--- config.mk ---
export PLATFORM = sky130hd
export DESIGN_NAME = stoch_frame_ffo_count_flat
export DESIGN_NICKNAME = d
export VERILOG_FILES = /design/src/rtl/stoch_frame_ffo_count_if.sv /design/src/rtl/stoch_frame_ffo_count.sv /design/src/flat_wrapper.sv
export SDC_FILE = /design/constraint.sdc
export NUM_CORES = 2
export LEC_CHECK = 0
export BUFFER_PORTS_ARGS = -buffer_cell sky130_fd_sc_hd__buf_2
export CAP_MARGIN = 10
export CORE_AREA = 4 4 429 431
export CTS_BUF_LIST = sky130_fd_sc_hd__clkbuf_8
export DETAILED_ROUTE_END_ITERATION = 8
export DIE_AREA = 0 0 433 435
export PLACE_DENSITY = 0.52
export REMOVE_ABC_BUFFERS = 1
export SYNTH_ARGS = -nofsm -noshare
export SYNTH_HDL_FRONTEND = slang
export SYNTH_SLANG_ARGS = --single-unit
--- constraint.sdc ---
create_clock -name clk -period 20.1 [get_ports clk]
set_input_delay 4.02 -clock clk [delete_from_list [all_inputs] [get_ports clk]]
set_output_delay 4.02 -clock clk [all_outputs]
set_load 0.01 [all_outputs]
--- src/rtl/stoch_frame_ffo_count_if.sv ---
// Word-in / frame-result-out bus of the multi-channel first-one and popcount stage.
// The master drives words and takes results; the slave is the accumulator.
interface stoch_frame_ffo_count_if #(
  parameter int NCH         = 4,
  parameter int WORD_W      = 256,
  parameter int FRAME_WORDS = 4
);
  localparam int L     = WORD_W * FRAME_WORDS;
  localparam int POS_W = (L > 1) ? $clog2(L) : 1;
  localparam int CNT_W = $clog2(L + 1);
  localparam int CH_W  = (NCH > 1) ? $clog2(NCH) : 1;

  logic                    in_valid;
  logic                    in_ready;
  logic [NCH*WORD_W-1:0]   in_data;
  logic                    mode;
  logic                    out_valid;
  logic                    out_ready;
  logic [NCH-1:0]          out_found;
  logic [NCH*POS_W-1:0]    out_first_pos;
  logic [NCH*CNT_W-1:0]    out_count;
  logic [CH_W-1:0]         out_winner;
  logic                    out_winner_ok;

  modport master (
    output in_valid, in_data, mode, out_ready,
    input  in_ready, out_valid, out_found, out_first_pos, out_count,
           out_winner, out_winner_ok
  );

  modport slave (
    input  in_valid, in_data, mode, out_ready,
    output in_ready, out_valid, out_found, out_first_pos, out_count,
           out_winner, out_winner_ok
  );
endinterface

--- src/rtl/stoch_frame_ffo_count.sv ---
// Accumulates FRAME_WORDS words per channel into earliest-'1' position and popcount,
// then presents the frame result with a registered winner channel until consumed.
//
// state | meaning
// ACCUM | accepting words, updating per-channel first-one and popcount
// DONE  | frame result presented, held until out_ready
module stoch_frame_ffo_count #(
  parameter int NCH         = 4,
  parameter int WORD_W      = 256,
  parameter int FRAME_WORDS = 4
) (
  input  logic                   clk,
  input  logic                   rst_n,
  stoch_frame_ffo_count_if.slave bus
);
  localparam int L     = WORD_W * FRAME_WORDS;
  localparam int POS_W = (L > 1) ? $clog2(L) : 1;
  localparam int CNT_W = $clog2(L + 1);
  localparam int CH_W  = (NCH > 1) ? $clog2(NCH) : 1;
  localparam int IDX_W = (WORD_W > 1) ? $clog2(WORD_W) : 1;
  localparam int W_W   = (FRAME_WORDS > 1) ? $clog2(FRAME_WORDS) : 1;

  typedef enum logic {ACCUM = 1'b0, DONE = 1'b1} state_e;

  state_e               state_q, state_d;
  logic                 in_ready, out_valid;
  logic                 accept, last_word, release_res;

  logic [W_W-1:0]       w_q, w_d;
  logic [NCH-1:0]       found_q, found_d;
  logic [POS_W-1:0]     pos_q [NCH];
  logic [POS_W-1:0]     pos_d [NCH];
  logic [CNT_W-1:0]     cnt_q [NCH];
  logic [CNT_W-1:0]     cnt_d [NCH];
  logic [CH_W-1:0]      winner_q, winner_d;
  logic                 winner_ok_q, winner_ok_d;

  logic [WORD_W-1:0]    word_v   [NCH];
  logic [CNT_W-1:0]     word_cnt [NCH];
  logic [IDX_W-1:0]     word_idx [NCH];
  logic [NCH-1:0]       word_any;
  logic [POS_W-1:0]     w_base;

  logic [CH_W-1:0]      win_idx;
  logic                 win_ok;
  logic [CNT_W-1:0]     best_cnt;
  logic [POS_W-1:0]     best_pos;

  // FSM: state register
  always_ff @(posedge clk) begin
    if (!rst_n) state_q <= ACCUM;
    else        state_q <= state_d;
  end

  // FSM: next state
  always_comb begin
    state_d = state_q;
    case (state_q)
      ACCUM:   if (accept && last_word) state_d = DONE;
      DONE:    if (bus.out_ready)       state_d = ACCUM;
      default: state_d = ACCUM;
    endcase
  end

  // FSM: outputs; in_ready is gated by rst_n so no word is taken in a reset cycle
  always_comb begin
    in_ready  = 1'b0;
    out_valid = 1'b0;
    case (state_q)
      ACCUM:   in_ready  = rst_n;
      DONE:    out_valid = 1'b1;
      default: ;
    endcase
  end

  assign accept      = bus.in_valid & in_ready;
  assign release_res = out_valid & bus.out_ready;
  assign last_word   = (w_q == W_W'(FRAME_WORDS - 1));
  assign w_base      = POS_W'(w_q) * POS_W'(WORD_W);

  for (genvar g = 0; g < NCH; g++) begin : g_ch
    assign word_v[g] = bus.in_data[g*WORD_W +: WORD_W];
    assign bus.out_first_pos[g*POS_W +: POS_W] = pos_q[g];
    assign bus.out_count[g*CNT_W +: CNT_W]     = cnt_q[g];
  end

  // Per-word popcount and lowest-set-bit; scanning downwards leaves the lowest index
  always_comb begin
    for (int c = 0; c < NCH; c++) begin
      word_cnt[c] = '0;
      word_idx[c] = '0;
      word_any[c] = |word_v[c];
      for (int i = WORD_W - 1; i >= 0; i--) begin
        word_cnt[c] = word_cnt[c] + CNT_W'(word_v[c][i]);
        if (word_v[c][i]) word_idx[c] = IDX_W'(i);
      end
    end
  end

  always_comb begin
    w_d     = w_q;
    found_d = found_q;
    for (int c = 0; c < NCH; c++) begin
      pos_d[c] = pos_q[c];
      cnt_d[c] = cnt_q[c];
    end
    if (release_res) begin
      w_d     = '0;
      found_d = '0;
      for (int c = 0; c < NCH; c++) begin
        pos_d[c] = '0;
        cnt_d[c] = '0;
      end
    end else if (accept) begin
      w_d = last_word ? '0 : w_q + 1'b1;
      for (int c = 0; c < NCH; c++) begin
        found_d[c] = found_q[c] | word_any[c];
        if (!found_q[c] && word_any[c]) pos_d[c] = w_base + POS_W'(word_idx[c]);
        cnt_d[c] = cnt_q[c] + word_cnt[c];
      end
    end
  end

  // Winner from the values that include the final word; strict compares favour low index
  always_comb begin
    win_idx  = '0;
    win_ok   = 1'b0;
    best_cnt = cnt_d[0];
    best_pos = pos_d[0];
    if (!bus.mode) begin
      for (int c = 1; c < NCH; c++) begin
        if (cnt_d[c] > best_cnt) begin
          best_cnt = cnt_d[c];
          win_idx  = CH_W'(c);
        end
      end
      win_ok = (best_cnt != '0);
    end else begin
      for (int c = 0; c < NCH; c++) begin
        if (found_d[c] && (!win_ok || pos_d[c] < best_pos)) begin
          best_pos = pos_d[c];
          win_idx  = CH_W'(c);
          win_ok   = 1'b1;
        end
      end
    end
  end

  always_comb begin
    winner_d    = winner_q;
    winner_ok_d = winner_ok_q;
    if (release_res) begin
      winner_d    = '0;
      winner_ok_d = 1'b0;
    end else if (accept && last_word) begin
      winner_d    = win_idx;
      winner_ok_d = win_ok;
    end
  end

  always_ff @(posedge clk) begin
    if (!rst_n) begin
      w_q         <= '0;
      found_q     <= '0;
      winner_q    <= '0;
      winner_ok_q <= 1'b0;
      for (int c = 0; c < NCH; c++) begin
        pos_q[c] <= '0;
        cnt_q[c] <= '0;
      end
    end else begin
      w_q         <= w_d;
      found_q     <= found_d;
      winner_q    <= winner_d;
      winner_ok_q <= winner_ok_d;
      for (int c = 0; c < NCH; c++) begin
        pos_q[c] <= pos_d[c];
        cnt_q[c] <= cnt_d[c];
      end
    end
  end

  assign bus.in_ready      = in_ready;
  assign bus.out_valid     = out_valid;
  assign bus.out_found     = found_q;
  assign bus.out_winner    = winner_q;
  assign bus.out_winner_ok = winner_ok_q;
endmodule
--- src/flat_wrapper.sv ---
// flat-port wrapper written by rule: the top's interface ports become plain ports
module stoch_frame_ffo_count_flat 
#(
  parameter int NCH         = 4,
  parameter int WORD_W      = 256,
  parameter int FRAME_WORDS = 4
)
  (clk, rst_n, bus_in_valid, bus_in_data, bus_mode, bus_out_ready, bus_in_ready, bus_out_valid, bus_out_found, bus_out_first_pos, bus_out_count, bus_out_winner, bus_out_winner_ok);
  stoch_frame_ffo_count_if #(.NCH(NCH), .WORD_W(WORD_W), .FRAME_WORDS(FRAME_WORDS)) bus_i ();
  input  logic clk;
  input  logic rst_n;
  input wire logic [$bits(bus_i.in_valid)-1:0] bus_in_valid;
  input wire logic [$bits(bus_i.in_data)-1:0] bus_in_data;
  input wire logic [$bits(bus_i.mode)-1:0] bus_mode;
  input wire logic [$bits(bus_i.out_ready)-1:0] bus_out_ready;
  output wire logic [$bits(bus_i.in_ready)-1:0] bus_in_ready;
  output wire logic [$bits(bus_i.out_valid)-1:0] bus_out_valid;
  output wire logic [$bits(bus_i.out_found)-1:0] bus_out_found;
  output wire logic [$bits(bus_i.out_first_pos)-1:0] bus_out_first_pos;
  output wire logic [$bits(bus_i.out_count)-1:0] bus_out_count;
  output wire logic [$bits(bus_i.out_winner)-1:0] bus_out_winner;
  output wire logic [$bits(bus_i.out_winner_ok)-1:0] bus_out_winner_ok;
  assign bus_i.in_valid = bus_in_valid;
  assign bus_i.in_data = bus_in_data;
  assign bus_i.mode = bus_mode;
  assign bus_i.out_ready = bus_out_ready;
  assign bus_in_ready = bus_i.in_ready;
  assign bus_out_valid = bus_i.out_valid;
  assign bus_out_found = bus_i.out_found;
  assign bus_out_first_pos = bus_i.out_first_pos;
  assign bus_out_count = bus_i.out_count;
  assign bus_out_winner = bus_i.out_winner;
  assign bus_out_winner_ok = bus_i.out_winner_ok;
  stoch_frame_ffo_count #(.NCH(NCH), .WORD_W(WORD_W), .FRAME_WORDS(FRAME_WORDS)) u_core (.clk(clk), .rst_n(rst_n), .bus(bus_i));
endmodule
* Word-level counts from Yosys, hierarchy flattened *
Memories as Yosys holds them, arrays and structs flattened.
Cells that the tools add are included.
Widths: inputs -> output; s select.

cells by class
  add/sub/neg operators = 1,029
  order comparisons = 6
  equality and inequality tests = 1
  mux-type cells = 1,076
  bitwise logic cells = 16
  reduce and logical (&&, ||, !) cells = 24

operator list
  operator             count
  $add 11x1->11        1,016
  $mux 8               1,024
  $reduce_or 256->1    4
  $mux 10              13
  $mux 11              10
  $mux 44              2
  $mux 40              2
  $add 11x11->11       4
  $add 10x8->10        4
  $gt 11x11->1         3
  $lt 10x10->1         3
  $mux 1               16
  $mux 2               6
  $or 1x1->1           12
  $reduce_bool 11->1   1
  $add 1x1->2          4
  $logic_and 1x1->1    8
  $mux 4               2
  $logic_not 1->1      7
  $logic_or 1x1->1     3
  $add 2x1->2 const B  1
  $and 1x1->1          2
  $eq 2x2->1 const B   1
  $not 1->1            2
  2 further kinds      2

storage, ports and cells
  bits in registers = 10
  bits in writable memories = 84
  bits of input ports = 1,029
  output and inout port bits = 93
  word-level logic and storage cells = 2,159
  memories = 2

memory list
  memory        depth  width  rd ports  clocked after Yosys merged registers in  write ports  RTL line                     RTL
  u_core.cnt_q  4      11     4         0                                        4            stoch_frame_ffo_count.sv:33  logic [CNT_W-1:0] cnt_q [NCH];
  u_core.pos_q  4      10     4         0                                        4            stoch_frame_ffo_count.sv:31  logic [POS_W-1:0] pos_q [NCH];

* Longest topological paths before layout *
  depth in word-level cells = 276
  gate-level depth with buffers = 63
  mapped depth without buffers = 61

* Worst setup path after synthesis *
Ideal clock, no wire load.

  path type = input port to flip-flop
  start = input bus_in_data[148]
  end = register u_core.winner_ok_q, in the netlist u_core.bus.out_winner_ok
  data arrival time = 17,183 ps
  data required time = 19,960 ps
  setup slack = 2,776 ps
  stages = 58
  buffers on the path = 2
  path through = fa_1 -> inv_1 -> fa_1 -> inv_1 -> fa_1 -> inv_1 -> fa_1 -> fa_1 -> fa_1 -> inv_1 -> fa_1 -> inv_1 -> fa_1 -> fa_1 -> fa_1 -> fa_1 -> inv_1 -> ha_1 -> (+22 left out) -> o21ai_0 -> a211oi_1 -> o21ai_0 -> nor2_1 -> buf_1 -> mux2_2 -> ha_1 -> o21a_1 -> o21a_1 -> o211ai_1 -> a21boi_0 -> o21ai_0 -> a21oi_1 -> o31ai_1 -> or4_1 -> nor3_1 -> a2111o_1 -> o311ai_0

between the ends
  cells in the longest elaborated chain, start to end = 169
  elaborated cells on any way between the ends = 345
  those cells by class = add/sub (151); order compare (6); mux (175); bitwise (1); reduce/logical (12)

RTL lines
  item                                                     RTL line                      RTL
  from (decl)                                              flat_wrapper.sv:13            input wire logic [$bits(bus_i.in_data)-1:0] bus_in_data;
  branches (longest 168 deep; another with $add 11x1->11)  -
  $mux 1 (*)                                               stoch_frame_ffo_count.sv:130  if (!bus.mode) begin
  to (signal assigned)                                     stoch_frame_ffo_count.sv:175  winner_ok_q <= winner_ok_d;
  to (decl)                                                stoch_frame_ffo_count.sv:36   logic winner_ok_q, winner_ok_d;

Mark *: on every way between the ends. The select of a mux whose other input is x is not followed.
A chain may end at the register's enable or synchronous reset.

* Worst setup path after layout *
  start = input bus_in_data[184]
  end = register u_core.winner_ok_q, in the netlist u_core.bus.out_winner_ok

between the ends
  cells in the longest elaborated chain, start to end = 205
  elaborated cells on any way between the ends = 417
  those cells by class = add/sub (187); order compare (6); mux (211); bitwise (1); reduce/logical (12)

RTL lines
  item                                                     RTL line
  branches (longest 204 deep; another with $add 11x1->11)  -
  $mux 1 (*)                                               stoch_frame_ffo_count.sv:130

Marks and branches as above.

==> results.txt <==
- Result of the run: complete, no violations
- Adder-cell share of the synthesized area: 49.4%
- Drt pass-1 iters: 6
* Placeable core region: 0.180 mm²
- The floorplan has between 150 and 200 rows.
- The count of endpoints failing hold in the final timing report is 0.
* Worst-path maximum fanout: 11
* Number of buffers inserted to repair setup after CTS: 0
- A synthesized cell averages 8.37 µm².
* Maximum number of buffers from clock root to sink: 2
* Final sum of negative setup slack: 0 ns
- The congestion estimate from routability-driven global placement came to approximately 1.0.
- Hold Crit Class: register to register
* # nets final: 9276
- Die Outline Area: 0.188 mm²
- The worst setup path is captured at a register.
- The initial utilization of the core area, before any placement, comes to 26.9%.
- Dividing the detail-routed via count by the number of cells gives around 5.3.
- Clock Pin Slew Worst Setup and Hold Paths: roughly 0.13 ns
- In the routed design, unresolved DRC markers number 0.
- In this run the critical register-to-register path is captured at u_core.bus.out_winner_ok$_SDFFE_PP0P_.
- Counting I/O delays and the setup requirement, the final critical path takes 18.33 ns.
- IO Pins: 1122
* Clock latency on the worst-skew pair: 0.45 ns
- Counting cells, the worst reg-to-reg path comes to 50.
- Critical path launch point type: input pin
* Via count of the first global-routing pass: between 50000 and 60000
- Worst-case hold path end point: u_core.bus.out_winner[0]$_SDFFE_PP0P_
- Final ANT Viol Nets: 0
- Filler cell count in the final layout: 19500
- Of the total synthesized cell area, the portion taken by XOR and XNOR cells is 0.848%.
- Multiplexer area fraction after synthesis: under 10%
- The final layout contains routed wiring with a total length of between 200000 and 300000 µm.
- Top FF cell, synth: sky130_fd_sc_hd__dfxtp_1
- Crit path top cell by count: sky130_fd_sc_hd__fa_1
- The number of clock buffers added by TritonCTS is 9.
- Post-synth EDFFs: 0
- Post-synth cell types: 93
- After detailed routing, the average wire length per cell comes to 28.9 µm.
* Count of final setup violators: 0
- Detailed Place HPWL: 250000 µm
- Standard cell with the maximum stage delay on the critical path: sky130_fd_sc_hd__nor2_1
* Clock tree from TritonCTS: yes
- Of the synthesized area, sequential elements account for 3.88%.
* IO Port Bufs: approximately 1100
* Data arrival time of the critical path: 18.66 ns
* Critical Path RT: 20.43 ns
- The first global-routing pass estimated 380000 µm of wire.
* Async set-or-reset flop fraction in the synthesized netlist: 0%
* Commonest non-fill, non-tap cells in the layout: 1535 x sky130_fd_sc_hd__inv_1, 1121 x sky130_fd_sc_hd__buf_2, 980 x sky130_fd_sc_hd__fa_1, 427 x sky130_fd_sc_hd__nor2_1, 347 x sky130_fd_sc_hd__ha_1
- GRT overflow: 0
- Along the worst hold path, the cell count comes to 2.
- Dividing the final minimum period by the clock period gives 91.2%.
- Worst slew slack as a fraction of its limit: 12.4%
- Setup CP Type: input pin to register
- Registers take around 0.0019 mm².
- The count of final max-slew check failures came to 0.
* Number of clock sinks: 94
- At the pin with the least slew margin, the transition time is between 1 and 1.5 ns.
- Buffer type at the clock tree root: sky130_fd_sc_hd__clkbuf_8
- From bottom edge to top edge, the die measures 435 µm.
* Multi-input gate area in the final layout: approximately 0.041 mm²
* Setup repair after global routing missed its margin: false
* GRT Resource Usage Total: 28.0%
- Post-synthesis to final-layout area growth: 18.6%
- Register-to-register path setup slack: 6.04 ns
- Maximum clock frequency: 0.0546 GHz
* Most common cell after layout, fill and taps aside: sky130_fd_sc_hd__inv_1
- Post-CTS sizing: 0
- Origin of the critical flop-to-flop path: u_core.cnt_q[1][1]$_SDFF_PN0_
* Fin Clk Skew: 0.0335 ns
* Chip width: 433 µm
- Initial DRC Count: 3967
- MaxCap Viol Count: 0
* H-tree Lvls: 3
- Compound-cell area share of the yosys netlist: 14.2%
* Post-Syn Instances: 5796
* Count of hold-fix buffers inserted at cts: 0
- The synthesized design contains 94 register bits.
- Maximum number of pins on one net before global-route repair: 57
- Main combinational cell family by area after synthesis: adder cells
- The initial antenna violation count is 116.
- Simple-gate portion of the synthesized area: 18.3%
- Final worst hold slack: ~0.49 ns
- Worst stage delay on the critical path: 0.81 ns
- Netlist area before placement: just under 0.05 mm²
- The worst hold path begins at u_core.bus.out_winner[0]$_SDFFE_PP0P_.
- In the final layout, the share of cells above drive strength 1 is between 10% and 20%.
- Number of synthesis warnings: 0
- Via count: 49100
how the worst max path moves through the flow:
stage	start	to	slack, ns
2_1_floorplan	bus_in_data[148]	u_core.bus.out_winner_ok$_SDFFE_PP0P_	2.50
4_1_cts	bus_in_data[220]	u_core.bus.out_winner_ok$_SDFFE_PP0P_	1.92
3_5_place_dp	bus_in_data[220]	u_core.bus.out_winner_ok$_SDFFE_PP0P_	1.50
5_1_grt	bus_in_data[184]	u_core.bus.out_winner_ok$_SDFFE_PP0P_	1.04
6_report	bus_in_data[184]	u_core.bus.out_winner_ok$_SDFFE_PP0P_	1.77
3_3_place_gp	bus_in_data[220]	u_core.bus.out_winner_ok$_SDFFE_PP0P_	1.68
critical path: cells and delay by family:
kind,cells,cell delay (ns)
simple gates,6,1.78
xor+xnor,1,0.19
mux,2,0.69
compound gates,22,4.27
fa+ha+maj,15,6.78
buf+inv,10,0.93
state kept, by name (all words and copies together) (netlist names):
name and cells:
u_core.w_q 2, u_core.cnt_q 44, u_core.bus.out_winner 2, u_core.bus.out_winner_ok 1
u_core.state_q 1, u_core.pos_q 40, u_core.bus.out_found 4
through the flow:
step | instances | instance area (µm²) | worst slack (ns) | util [%]
6_report | 9353 | 57500 | 1.77 | 31.9
5_1_grt | 9333 | 57500 | 1.04 | 31.9
4_1_cts | 9295 | 57400 | 1.92 | 31.9
3_5_place_dp | 9279 | 57200 | 1.50 | 31.7
3_3_place_gp | 9279 | 57200 | 1.68 | 31.7
2_1_floorplan | 5754 | 48300 | 2.50 | -
layout make-up:
class                   count  area share, %
flip-flops and latches     94           3.27
multi-input cells        4124           70.7
well taps                2370           5.15
inverters                1536           10.0
clock buffers               9          0.215
repair buffers           1155           10.2
diodes                     58          0.252
clock inverters             7          0.159
cell usage after synthesis, types with 67 or more instances:
cell	instances	area, µm²
sky130_fd_sc_hd__a21oi_1	244	1220
sky130_fd_sc_hd__dfxtp_1	94	1880
sky130_fd_sc_hd__fa_1	980	19600
sky130_fd_sc_hd__ha_1	347	4340
sky130_fd_sc_hd__inv_1	1536	5770
sky130_fd_sc_hd__nand2_1	240	901
sky130_fd_sc_hd__nand3_1	78	390
sky130_fd_sc_hd__nand4_1	96	601
sky130_fd_sc_hd__nor2_1	427	1600
sky130_fd_sc_hd__nor3_1	214	1070
sky130_fd_sc_hd__nor4_1	332	2080
sky130_fd_sc_hd__o21ai_0	203	1020
sky130_fd_sc_hd__o31ai_1	67	503
metal layers:
metal  share of wire [%]  vias up  GRT usage [%]
li1                    -    21800              -
met1                  42    24900           36.8
met2                  48     2001           47.0
met3                 5.7      414           3.58
met4                 4.4       24           10.4
met5               0.059        -              0
cells by family after synthesis:
family | count (synthesis)
AND/OR/NAND/NOR | 1683
buffers and inverters | 1578
adder cells (fa/ha/maj) | 1327
AO/OA/AOI/OAI | 1017
flip-flops | 94
multiplexers | 50
XOR/XNOR | 47
Power is left out: the tool's default activity adds up to more than one toggle a clock period on the data nets, which glitch-free logic cannot reach.
